$ cat config.mk
export PLATFORM = sky130hd
export DESIGN_NAME = mem_port_arbiter
export DESIGN_NICKNAME = d
export VERILOG_FILES = /design/src/rtl/soc_mem_pkg.sv /design/src/rtl/mem_arb_starve_cnt.sv /design/src/rtl/mem_port_arbiter.sv
export SDC_FILE = /design/constraint.sdc
export NUM_CORES = 1
export LEC_CHECK = 0
export BUFFER_PORTS_ARGS = -buffer_cell sky130_fd_sc_hd__buf_2
export CAP_MARGIN = 25
export CELL_PAD_IN_SITES_DETAIL_PLACEMENT = 1
export CELL_PAD_IN_SITES_GLOBAL_PLACEMENT = 2
export CORE_MARGIN = 1
export CORE_UTILIZATION = 27
export CTS_CLUSTER_SIZE = 12
export DETAILED_ROUTE_END_ITERATION = 10
export MAX_ROUTING_LAYER = met4
export PLACE_DENSITY_LB_ADDON = 0.1
export SLEW_MARGIN = 40
export SYNTH_ARGS = -nofsm -noshare
export SYNTH_HDL_FRONTEND = slang
export SYNTH_SLANG_ARGS = --single-unit
$ cat constraint.sdc
create_clock -name clk -period 4 [get_ports clk]
set_input_delay 0.2 -clock clk [delete_from_list [all_inputs] [get_ports clk]]
set_output_delay 0.2 -clock clk [all_outputs]
set_load 0.01 [all_outputs]
$ cat src/rtl/soc_mem_pkg.sv
// Shared definitions for the memory-port arbiter: FSM encoding, requester IDs and defaults.
package soc_mem_pkg;

    typedef enum logic [1:0] {
        ST_IDLE    = 2'd0,
        ST_BUSY_IF = 2'd1,
        ST_BUSY_LS = 2'd2
    } arb_state_t;

    localparam logic PORT_IF = 1'b0;
    localparam logic PORT_LS = 1'b1;

    localparam int STARVE_MAX_DEF = 4;

endpackage

$ cat src/rtl/mem_arb_starve_cnt.sv
// Saturating count of LS grants taken while fetch was waiting; full lets IF win the next arbitration.
module mem_arb_starve_cnt
    import soc_mem_pkg::*;
#(
    parameter int STARVE_MAX = STARVE_MAX_DEF
) (
    input  logic clk,
    input  logic rst,
    input  logic inc,
    input  logic clr,
    output logic full
);

    localparam int CNT_W = $clog2(STARVE_MAX + 1);
    localparam logic [CNT_W-1:0] CNT_MAX = CNT_W'(STARVE_MAX);

    logic [CNT_W-1:0] cnt;

    always_ff @(posedge clk or negedge rst) begin
        if (!rst) begin
            cnt <= '0;
        end else if (clr) begin
            cnt <= '0;
        end else if (inc && (cnt != CNT_MAX)) begin
            cnt <= cnt + CNT_W'(1);
        end
    end

    assign full = (cnt == CNT_MAX);

endmodule

$ cat src/rtl/mem_port_arbiter.sv
// Shares one memory port between instruction fetch and the load/store unit, one transaction at a time.
module mem_port_arbiter
    import soc_mem_pkg::*;
#(
    parameter int ADDR_W     = 64,
    parameter int DATA_W     = 64,
    parameter int STARVE_MAX = STARVE_MAX_DEF
) (
    input  logic                clk,
    input  logic                rst,
    input  logic                if_req,
    input  logic [ADDR_W-1:0]   if_addr,
    output logic                if_gnt,
    output logic                if_rvalid,
    output logic [DATA_W-1:0]   if_rdata,
    input  logic                ls_req,
    input  logic                ls_we,
    input  logic [ADDR_W-1:0]   ls_addr,
    input  logic [DATA_W-1:0]   ls_wdata,
    input  logic [DATA_W/8-1:0] ls_wstrb,
    output logic                ls_gnt,
    output logic                ls_rvalid,
    output logic [DATA_W-1:0]   ls_rdata,
    output logic                mem_req,
    output logic                mem_we,
    output logic [ADDR_W-1:0]   mem_addr,
    output logic [DATA_W-1:0]   mem_wdata,
    output logic [DATA_W/8-1:0] mem_wstrb,
    input  logic                mem_ready,
    input  logic [DATA_W-1:0]   mem_rdata,
    output logic                fetch_stall
);

    arb_state_t state, state_nxt;

    logic                any_req;
    logic                winner;
    logic                starve_full;
    logic                grant_if;
    logic                grant_ls;
    logic                we_q;
    logic [ADDR_W-1:0]   addr_q;
    logic [DATA_W-1:0]   wdata_q;
    logic [DATA_W/8-1:0] wstrb_q;

    // LS has priority unless fetch has been passed over STARVE_MAX times in a row.
    always_comb begin
        any_req = if_req || ls_req;
        winner  = (ls_req && !(if_req && starve_full)) ? PORT_LS : PORT_IF;
    end

    always_ff @(posedge clk or negedge rst) begin
        if (!rst) begin
            state <= ST_IDLE;
        end else begin
            state <= state_nxt;
        end
    end

    always_comb begin
        state_nxt = state;
        case (state)
            ST_IDLE: begin
                if (any_req) begin
                    state_nxt = (winner == PORT_LS) ? ST_BUSY_LS : ST_BUSY_IF;
                end
            end
            ST_BUSY_IF, ST_BUSY_LS: begin
                if (mem_ready) begin
                    state_nxt = ST_IDLE;
                end
            end
            default: state_nxt = ST_IDLE;
        endcase
    end

    // Grants are gated by rst so nothing is accepted while reset is asserted.
    always_comb begin
        grant_if = 1'b0;
        grant_ls = 1'b0;
        mem_req  = 1'b0;
        case (state)
            ST_IDLE: begin
                grant_if = rst && any_req && (winner == PORT_IF);
                grant_ls = rst && any_req && (winner == PORT_LS);
            end
            ST_BUSY_IF, ST_BUSY_LS: mem_req = 1'b1;
            default: ;
        endcase
    end

    assign if_gnt = grant_if;
    assign ls_gnt = grant_ls;

    always_ff @(posedge clk) begin
        if (grant_ls) begin
            we_q    <= ls_we;
            addr_q  <= ls_addr;
            wdata_q <= ls_wdata;
            wstrb_q <= ls_wstrb;
        end else if (grant_if) begin
            we_q    <= 1'b0;
            addr_q  <= if_addr;
            wdata_q <= '0;
            wstrb_q <= '0;
        end
    end

    assign mem_we    = mem_req && we_q;
    assign mem_addr  = mem_req ? addr_q  : '0;
    assign mem_wdata = mem_req ? wdata_q : '0;
    assign mem_wstrb = mem_req ? wstrb_q : '0;

    always_ff @(posedge clk or negedge rst) begin
        if (!rst) begin
            if_rvalid <= 1'b0;
            ls_rvalid <= 1'b0;
            if_rdata  <= '0;
            ls_rdata  <= '0;
        end else begin
            if_rvalid <= (state == ST_BUSY_IF) && mem_ready;
            ls_rvalid <= (state == ST_BUSY_LS) && mem_ready;
            if ((state == ST_BUSY_IF) && mem_ready) begin
                if_rdata <= mem_rdata;
            end
            // Store completions are acks only; load data is left untouched.
            if ((state == ST_BUSY_LS) && mem_ready && !we_q) begin
                ls_rdata <= mem_rdata;
            end
        end
    end

    assign fetch_stall = !if_rvalid;

    mem_arb_starve_cnt #(
        .STARVE_MAX(STARVE_MAX)
    ) u_starve_cnt (
        .clk  (clk),
        .rst  (rst),
        .inc  (grant_ls && if_req),
        .clr  (grant_if),
        .full (starve_full)
    );

endmodule
==> run summary, run 1 <==
Outcome: finished, final reports clean
Warnings from Yosys: 0
Fin Setup TNS: 0 ns
Worst VDD drop: 353.9 uV
RSZ-0062 raised after global routing: no
Largest net degree at the start of global routing: 103
Reg2Reg Depth: 7
Placed insts: 1805
Fill cells: 4517
Crit path required time: 4.26 ns
Post-Syn Nets: 1032
DR iter-0 viols: 221
Seq/Total Area, Yosys: 0.6540
Number of routed nets with antenna violations: 0
Slew headroom: 0.5065
CTS buffer count: 34
Share of cells above drive strength 1: 0.4711
Leak Pwr: 0.008488 uW
Synth Instances: 757
Max Slew Vio Count: 0
Pre-Repair DR Iteration Count: 4
Pre-CTS setup slack: 1.761 ns
Clk root buf: clkbuf_16
Area of the multi-input gates: 3730 um^2
Period minus WS final: 2.783 ns
R2r setup slk: 1.22 ns
Final nets: 1845
Initial antenna violation count: 6
Setup Crit Path Kind: flop to flop
I/O pins: 541
Hold depth: 2
Terminus of the critical flop-to-flop path: addr_q[2]$_DFFE_PP_
Syn Area/Cell: 15.13 um^2
Clock tree buffer depth: 3
Maxcap violations: 0
Metal2 WL: 19830 um
Port Buffers: 540
Peak Freq: 359.3 MHz
DR vias/cell: 4.207
Final worst slack: 1.217 ns
Number of global-route vias before repair: 9933
DIE WIDTH: 208.0 um
Global-route wire length before repair: 59480 um
Post-Syn Area: 11460 um^2
Worst R2R Start: state[0]$_DFFE_PN0P_
#FFs+latches synth: 272
Share of the synthesized area in the top cell type: 0.3591
DRT Wirelength: 38860 um
Dominant cells by area after synthesis: edfxtp_1 36%, dfrtp_1 29%, mux2_2 14%
Slew @ Worst Pin: 0.7403 ns
Largest area contributor in the netlist: edfxtp_1
Clock Skews: 0.01475 ns
Site row count: 75
Full die area: 43260 um^2
Max layer used: met4
Crit. End Element: flop
Core Area: 41850 um^2
Most frequent cells in the layout: 539 x buf_2, 268 x dlygate4sd3_1, 211 x and2_1
Final HPWL DP: 26840 um
Clk pin slew, worst setup/hold paths: 0.06 ns
Via count: 9003
Fin crit share: 0.6958
Final hold vios: 0
Max FO, Critical Path: 102
Final Non-Filler Cells: 2140
Worst hold path class: input port to flop
Setup violators final: 0
Total power: 12070 uW
Gr ovfl total: 0
Hold Startpoint: ls_wdata[10]
Library cells used by synthesis: 24
CP arrival: 3.04 ns
Clk Latency, worst-skew pair: 0.52 ns
H-Tree Depth: 2
Sequential cell area: 7492 um^2
Cts repair resizes: 0
Starting Density: 0.2737
Startpoint type of the worst setup path: flop
Area grow syn2layout: 62.03%
Most common cell after layout, fill and taps aside: buf_2
Total GRT Usage: 0.1849
Die Height: 208.0 um
Met3 wire length: 2724 um
Hold endpoint: wdata_q[10]$_SDFFCE_PN0P_
Routed wire length per instance: 18.16 um
TritonCTS clock tree: done
Gpl congestion: 0.7565
Clock Sink Count: 272
DRC: 0
PD cells: 650.1 nW/um^2
Metal-1 WL: 15290 um
## Yosys cell counts
cell	number
and2_1	211
mux2_2	146
edfxtp_1	137
dfrtp_1	135
mux2_1	46
clkbuf_1	16
buf_2	14
inv_1	8
buf_6	6
clkbuf_2	6
ha_1	5
o21ai_0	5
nand2_1	4
nand2b_1	4
nand3_1	3
a21oi_1	2
buf_4	2
a21boi_0	1
a21o_1	1
a31oi_2	1
nor2_1	1
nor3b_1	1
o211a_1	1
o31ai_1	1
## registers in the layout, summed over array words and instances (netlist names)
signal and cells:
if_rdata 64, state 2, u_starve_cnt.cnt 3, if_rvalid 1, wdata_q 64, addr_q 64
ls_rdata 64, ls_rvalid 1, we_q 1, wstrb_q 8
## layer usage
metal,track usage,vias to the layer above
met5,-,-
met4,0.06105,0
met3,0.05479,53
met2,0.3208,311
met1,0.2018,4376
li1,-,4263
## power by group
| part | total, uW | leakage [uW] | switching, uW | internal [uW] |
|---|---|---|---|---|
| clock | 2950 | 0.000521 | 1200 | 1760 |
| combinational | 4730 | 0.00504 | 2480 | 2250 |
| sequential | 4380 | 0.00292 | 372 | 4010 |
| total | 12100 | 0.00849 | 4050 | 8020 |
## layout make-up
class,count,share of cell area
Timing Repair Buffer,821,0.2993
Multi-Input combinational cell,433,0.2009
Clock buffer,51,0.05487
Clock inverter,9,0.002359
Tap cell,539,0.03633
Sequential cell,272,0.4036
Antenna cell,7,0.0009437
Inverter,8,0.001618
## critical path: stages, from the launching register on
cell and delay (ns):
dfrtp_1 0.38, inv_1 0.15, ha_4 0.19, nand3_1 0.12, a31oi_4 0.23, buf_12 0.41, mux2_2 0.40, dlygate4sd3_1 0.58
## worst max path at each step
stage	start	to	slack (ns)
6_report	state[0]$_DFFE_PN0P_	addr_q[2]$_DFFE_PP_	1.22
4_1_cts	state[1]$_DFFE_PN0P_	mem_wdata[59]	1.17
5_1_grt	state[0]$_DFFE_PN0P_	mem_wdata[59]	1.07
2_1_floorplan	state[0]$_DFFE_PN0P_	addr_q[0]$_DFFE_PP_	0.05
3_3_place_gp	state[0]$_DFFE_PN0P_	addr_q[2]$_DFFE_PP_	1.78
3_5_place_dp	state[0]$_DFFE_PN0P_	mem_wdata[59]	1.76
## timing repair
item | in CTS | in global routing
hold endpoints to repair | 316 | 1
hold buffers | 266 | 2
buffers inserted | 0 | 0
## cells by family (layout without fill, tap and decap cells)
group | after synthesis | in the layout | share of synthesized area
other | 0 | 7 | 0
AOI/OAI and AO/OA | 12 | 12 | 0.006990
and+or+nand+nor | 224 | 224 | 0.1210
DFF | 272 | 272 | 0.6540
buffers and inverters | 52 | 889 | 0.02381
adders and majority gates | 5 | 5 | 0.005461
muxes | 192 | 192 | 0.1887
## metrics by stage
stage | hold WS (ns) | util | cell area (um^2)
3_5_place_dp | 0.08150 | 0.3536 | 14800
6_report | 0.01209 | 0.4435 | 18560
4_1_cts | 0.002342 | 0.4426 | 18520
2_1_floorplan | -0.09559 | - | 11460
5_1_grt | 0.002998 | 0.4434 | 18560
3_3_place_gp | 0.08265 | 0.3521 | 14740
Note: power is estimated with default switching activity, not from simulation.
==> run 2: changes to the inputs <==
--- a/config.mk
+++ b/config.mk
@@ -9,10 +9,10 @@
 export CAP_MARGIN = 25
 export CELL_PAD_IN_SITES_DETAIL_PLACEMENT = 1
 export CELL_PAD_IN_SITES_GLOBAL_PLACEMENT = 2
-export CORE_MARGIN = 1
-export CORE_UTILIZATION = 27
+export CORE_AREA = 2 2 211 213
 export CTS_CLUSTER_SIZE = 12
 export DETAILED_ROUTE_END_ITERATION = 10
+export DIE_AREA = 0 0 213 215
 export MAX_ROUTING_LAYER = met4
 export PLACE_DENSITY_LB_ADDON = 0.1
 export SLEW_MARGIN = 40
==> constraint.sdc (replaced) <==
create_clock -name clk -period 2.8 [get_ports clk]
set_input_delay 0.14 -clock clk [delete_from_list [all_inputs] [get_ports clk]]
set_output_delay 0.14 -clock clk [all_outputs]
set_load 0.01 [all_outputs]
==> run summary, run 2 (synthesis gave the netlist of run 1 again) <==
CP arrival: 2.92 ns (was 3.04 ns)
Period minus WS final: 2.653 ns (was 2.783 ns)
Starting Density: 0.2625 (was 0.2737)
Gr ovfl total: 0 (unchanged)
Die Height: 215 um (was 208.0 um)
H-Tree Depth: 2 (unchanged)
Worst hold path class: input port to asynchronous set/reset pin (was input port to flop)
Routed wire length per instance: 18.00 um (was 18.16 um)
Final HPWL DP: 27300 um (was 26840 um)
Max stage delay on crit path: 0.56 ns (was 0.58 ns)
Clock Skews: 0.01969 ns (was 0.01475 ns)
Pre-Repair DR Iteration Count: 4 (unchanged)
Fin crit share: 0.9475 (was 0.6958)
Setup Crit Path Kind: flop to flop (unchanged)
Final hold vios: 0 (unchanged)
Crit path required time: 3.07 ns (was 4.26 ns)
Total GRT Usage: 0.1777 (was 0.1849)
Cts repair resizes: 0 (unchanged)
Startpoint type of the worst setup path: flop (unchanged)
RSZ-0062 raised after global routing: no (unchanged)
DR vias/cell: 4.166 (was 4.207)
Clk root buf: clkbuf_16 (unchanged)
Cell Chain, Critical Path: inv_1 -> ha_4 -> nand3_1 -> a31oi_4 -> buf_12 -> mux2_2 -> dlygate4sd3_1 (unchanged)
Number of routed nets with antenna violations: 0 (unchanged)
DRC: 0 (unchanged)
Initial antenna violation count: 6 (unchanged)
Slowest cell on crit path: dlygate4sd3_1 (unchanged)
Clk Latency, worst-skew pair: 0.54 ns (was 0.52 ns)
Via count: 9135 (was 9003)
Met3 wire length: 3426 um (was 2724 um)
Leak Pwr: 0.008532 uW (was 0.008488 uW)
PD cells: 940.9 nW/um^2 (was 650.1 nW/um^2)
Setup violators final: 0 (unchanged)
Pre-CTS setup slack: 0.7006 ns (was 1.761 ns)
Metal-1 WL: 14610 um (was 15290 um)
Maxcap violations: 0 (unchanged)
DR iter-0 viols: 289 (was 221)
Max layer used: met4 (unchanged)
Outcome: finished, final reports clean (unchanged)
Worst VDD drop: 554.0 uV (was 353.9 uV)
Slew headroom: 0.5395 (was 0.5065)
DRT Wirelength: 39480 um (was 38860 um)
Setup bufs post-CTS: 0 (unchanged)
Final worst slack: 0.1469 ns (was 1.217 ns)
Site row count: 77 (was 75)
Slew @ Worst Pin: 0.6907 ns (was 0.7403 ns)
Crit. End Element: flop (unchanged)
TritonCTS clock tree: done (unchanged)
Share of cells above drive strength 1: 0.4727 (was 0.4711)
Most common cell after layout, fill and taps aside: buf_2 (unchanged)
Total power: 17630 uW (was 12070 uW)
Number of global-route vias before repair: 10360 (was 9933)
Gpl congestion: 0.7680 (was 0.7565)
Metal2 WL: 20150 um (was 19830 um)
DIE WIDTH: 213 um (was 208.0 um)
Peak Freq: 376.9 MHz (was 359.3 MHz)
Largest net degree at the start of global routing: 83 (was 103)
Fin Setup TNS: 0 ns (unchanged)
Max FO, Critical Path: 64 (was 102)
Global-route wire length before repair: 60290 um (was 59480 um)
Most frequent cells in the layout: 539 x buf_2, 269 x dlygate4sd3_1, 211 x and2_1 (was 539 x buf_2, 268 x dlygate4sd3_1, 211 x and2_1)
CTS buffer count: 36 (was 34)
Full die area: 45800 um^2 (was 43260 um^2)
Port Buffers: 540 (unchanged)
Core Area: 43640 um^2 (was 41850 um^2)
Area grow syn2layout: 63.54% (was 62.03%)
Clock tree buffer depth: 3 (unchanged)
Clock Sink Count: 272 (unchanged)
Clk pin slew, worst setup/hold paths: 0.06 ns (about the same)
I/O pins: 541 (unchanged)
Max Slew Vio Count: 0 (unchanged)
Final nets: 1848 (was 1845)
## run 2: cell count changes in the layout (fill, tap and decap cells not counted), moves of 2 or more
cell      before  now
clkinv_2       5    3
clkbuf_8       4    7
buf_12         5    7
buf_4          7    5
clkbuf_1      10    8
## run 2: final timing paths
path	from	cells after the start	to	slack, ns
max	state[0]$_DFFE_PN0P_	7	addr_q[4]$_DFFE_PP_	0.15
min	rst	2	u_starve_cnt.cnt[2]$_DFFE_PN0P_	0.04
max reg2reg	state[0]$_DFFE_PN0P_	7	addr_q[4]$_DFFE_PP_	0.15
min reg2reg	if_rdata[43]$_DFFE_PN0P_	1	if_rdata[43]$_DFFE_PN0P_	0.50
max in group asynchronous	rst	4	state[0]$_DFFE_PN0P_	1.18
min in group clk	mem_rdata[23]	3	if_rdata[23]$_DFFE_PN0P_	0.38
## run 2: timing repair
item	CTS	global route
setup endpoints to repair	0	0
hold endpoints to repair	322	0
hold buffers	269	0
## run 2: critical path: cells and delay by family (launching register included)
kind | cells | cell delay (ns)
adders and majority gates | 1 | 0.19
buffers and inverters | 3 | 1.01
AOI/OAI and AO/OA | 1 | 0.25
muxes | 1 | 0.38
DFF | 1 | 0.38
and+or+nand+nor | 1 | 0.12
## run 2: final cells by class
cell class                 instances  area [um^2]
fill                            4773        24910
tap                              592        740.7
antenna                            6        15.01
sequential                       272         7492
inverter                           8        30.03
clock inverter                     8        76.32
multi-input combinational        433         3725
clock buffer                      52         1064
timing repair buffer             822         5593
## run 2: where the power goes
part           internal (uW)  switching [uW]  total (uW)
sequential              5730             523        6250
clock                   2710            1750        4470
combinational           3280            3630        6910
total                  11700            5910       17600
## run 2: stage by stage
step / cell area, um^2 / std cells / util / hold WS, ns
CTS: 18720 / 2187 / 0.4289 / 0.01249
global placement: 14880 / 1858 / 0.3410 / -0.05969
floorplan: 11460 / 757 / - / -0.1556
global route: 18740 / 2193 / 0.4293 / 0.02520
finish: 18740 / 2193 / 0.4293 / 0.03962
detailed placement: 14890 / 1858 / 0.3411 / -0.05964
## run 2: metal layers
metal,vias to the layer above,GRT usage
li1,4264,-
met1,4467,0.1845
met2,327,0.3050
met3,77,0.06459
met4,0,0.06760
met5,-,-
==> run 3: changes to the inputs <==
--- a/config.mk
+++ b/config.mk
@@ -14,7 +14,7 @@
 export DETAILED_ROUTE_END_ITERATION = 10
 export DIE_AREA = 0 0 213 215
 export MAX_ROUTING_LAYER = met4
-export PLACE_DENSITY_LB_ADDON = 0.1
+export PLACE_DENSITY = 0.7
 export SLEW_MARGIN = 40
 export SYNTH_ARGS = -nofsm -noshare
 export SYNTH_HDL_FRONTEND = slang
==> run summary, run 3 (synthesis gave the netlist of run 1 again) <==
Clock Sink Count: 272 (unchanged)
Startpoint type of the worst setup path: flop (unchanged)
Clk pin slew, worst setup/hold paths: 0.06 ns (about the same)
DR vias/cell: 4.213 (was 4.166)
Pre-Repair DR Iteration Count: 4 (unchanged)
Fin Setup TNS: 0 ns (unchanged)
Via count: 9247 (was 9135)
PD cells: 931.4 nW/um^2 (was 940.9 nW/um^2)
Int Power: 11520 uW (was 11720 uW)
Clk Latency, worst-skew pair: 0.52 ns (was 0.54 ns)
Clock Skews: 0.01302 ns (was 0.01969 ns)
Clk root buf: clkbuf_16 (unchanged)
Worst VDD drop: 483.4 uV (was 554.0 uV)
DRT Wirelength: 41630 um (was 39480 um)
Gr ovfl total: 0 (unchanged)
CP arrival: 2.81 ns (was 2.92 ns)
Crit. End Element: flop (unchanged)
DR iter-0 viols: 377 (was 289)
Fin crit share: 0.9069 (was 0.9475)
Fill cells: 4771 (was 4773)
Setup Crit Path Kind: flop to flop (unchanged)
Period minus WS final: 2.539 ns (was 2.653 ns)
Clock power frac: 0.247 (was 0.253)
Peak Freq: 393.8 MHz (was 376.9 MHz)
Clock tree buffer depth: 3 (unchanged)
Setup violators final: 0 (unchanged)
Final HPWL DP: 29160 um (was 27300 um)
Port Buffers: 540 (unchanged)
Max Slew Vio Count: 0 (unchanged)
Max FO, Critical Path: 28 (was 64)
Crit path required time: 3.07 ns (about the same)
Worst hold path class: input port to asynchronous set/reset pin (unchanged)
Sw Share: 0.3399 (was 0.3352)
Core Area: 43640 um^2 (unchanged)
Leak Pwr: 0.008537 uW (was 0.008532 uW)
RSZ-0062 raised after global routing: no (unchanged)
Most common cell after layout, fill and taps aside: buf_2 (unchanged)
Starting Density: 0.2625 (unchanged)
Routed wire length per instance: 18.97 um (was 18.00 um)
I/O pins: 541 (unchanged)
Cts repair resizes: 0 (unchanged)
Final nets: 1851 (was 1848)
Total GRT Usage: 0.1876 (was 0.1777)
Global-route wire length before repair: 62860 um (was 60290 um)
Maxcap violations: 0 (unchanged)
Final Non-Filler Cells: 2195 (was 2193)
R2r setup slk: 0.26 ns (was 0.15 ns)
Full die area: 45800 um^2 (unchanged)
CTS buffer count: 34 (was 36)
Outcome: finished, final reports clean (unchanged)
Net Switching: 5929 uW (was 5909 uW)
Placed insts: 1861 (was 1858)
Most frequent cells in the layout: 539 x buf_2, 269 x dlygate4sd3_1, 211 x and2_1 (unchanged)
Total power: 17450 uW (was 17630 uW)
Sequential Power Share: 0.361 (was 0.355)
Largest net degree at the start of global routing: 66 (was 83)
Number of global-route vias before repair: 10460 (was 10360)
Comb power frac: 0.393 (was 0.392)
Area grow syn2layout: 63.49% (was 63.54%)
DIE WIDTH: 213 um (unchanged)
Share of cells above drive strength 1: 0.4737 (was 0.4727)
Initial antenna violation count: 9 (was 6)
Die Height: 215 um (unchanged)
DRC: 0 (unchanged)
Gpl congestion: 0.8466 (was 0.7680)
Slew @ Worst Pin: 0.7247 ns (was 0.6907 ns)
Hold WS: 0.07328 ns (was 0.03962 ns)
Slew headroom: 0.5169 (was 0.5395)
Final hold vios: 0 (unchanged)
Reg2Reg Depth: 7 (unchanged)
H-Tree Depth: 2 (unchanged)
Number of routed nets with antenna violations: 0 (unchanged)
TritonCTS clock tree: done (unchanged)
Site row count: 77 (unchanged)
==> run 3: changes by cell type in the layout (fill, tap and decap cells not counted), moves of 3 or more <==
cell / before / now
clkbuf_8: 7 / 4
clkbuf_1: 8 / 5
buf_4: 5 / 9
clkinv_1: 2 / 5
==> run 3: per-layer routing <==
layer	part of all wire	global-route usage	routed length (um)	up-vias
met5	0	-	0	-
met4	0.033	0.07436	1390	0
met3	0.051	0.03653	2137	79
met2	0.53	0.3294	22270	258
met1	0.38	0.2076	15840	4640
li1	-	-	-	4270
==> run 3: per-stage QoR <==
stage               utilization  instance area (um^2)  setup WS [ns]
floorplan                     -                 11460         0.5820
global placement         0.3418                 14920         0.5145
detailed placement       0.3418                 14920         0.4974
CTS                      0.4284                 18700        0.01772
global route             0.4291                 18730         0.1428
finish                   0.4291                 18730         0.2606
==> run 3: worst max-delay path, stage by stage, from the launching register on <==
cell and delay (ns):
dfrtp_1 0.39, inv_1 0.14, ha_4 0.19, nand3_1 0.12, a31oi_4 0.29, buf_12 0.22
mux2_1 0.36, dlygate4sd3_1 0.58
==> run 3: final timing paths <==
check	start	endpoint
min in group clk	mem_rdata[47]	ls_rdata[47]$_DFFE_PN0P_
setup reg to reg	state[0]$_DFFE_PN0P_	addr_q[52]$_DFFE_PP_
setup / recovery	state[0]$_DFFE_PN0P_	addr_q[52]$_DFFE_PP_
hold reg to reg	ls_rdata[8]$_DFFE_PN0P_	ls_rdata[8]$_DFFE_PN0P_
hold / removal	rst	u_starve_cnt.cnt[1]$_DFFE_PN0P_
max in group asynchronous	rst	ls_rdata[62]$_DFFE_PN0P_
==> run 3: what timing repair did <==
| item | 4_1_cts | 5_1_grt |
|---|---|---|
| endpoints found under the setup margin | 0 | 11 |
| buffers inserted | 0 | 2 |
| hold buffers | 269 | 0 |
| hold endpoints to repair | 290 | 0 |
==> run 3: layout make-up <==
type                            instances  area [um^2]  share of cell area
Antenna cell                            5        12.51           0.0006680
Clock buffer                           46        999.7             0.05338
Clock inverter                         12        88.84            0.004743
Inverter                                8        30.03            0.001603
Multi-Input combinational cell        433         3725              0.1989
Sequential cell                       272         7492              0.4000
Tap cell                              592        740.7             0.03955
Timing Repair Buffer                  827         5640              0.3012
==> run 3: power groups by stage <==
stage,combinational (uW),sequential [uW],clock (uW)
after CTS,6950,6290,4460
after global placement,6520,6290,0
final,6850,6300,4300
after global routing,7400,6470,4620
after floorplan,2950,6750,0
after detailed placement,6590,6360,0
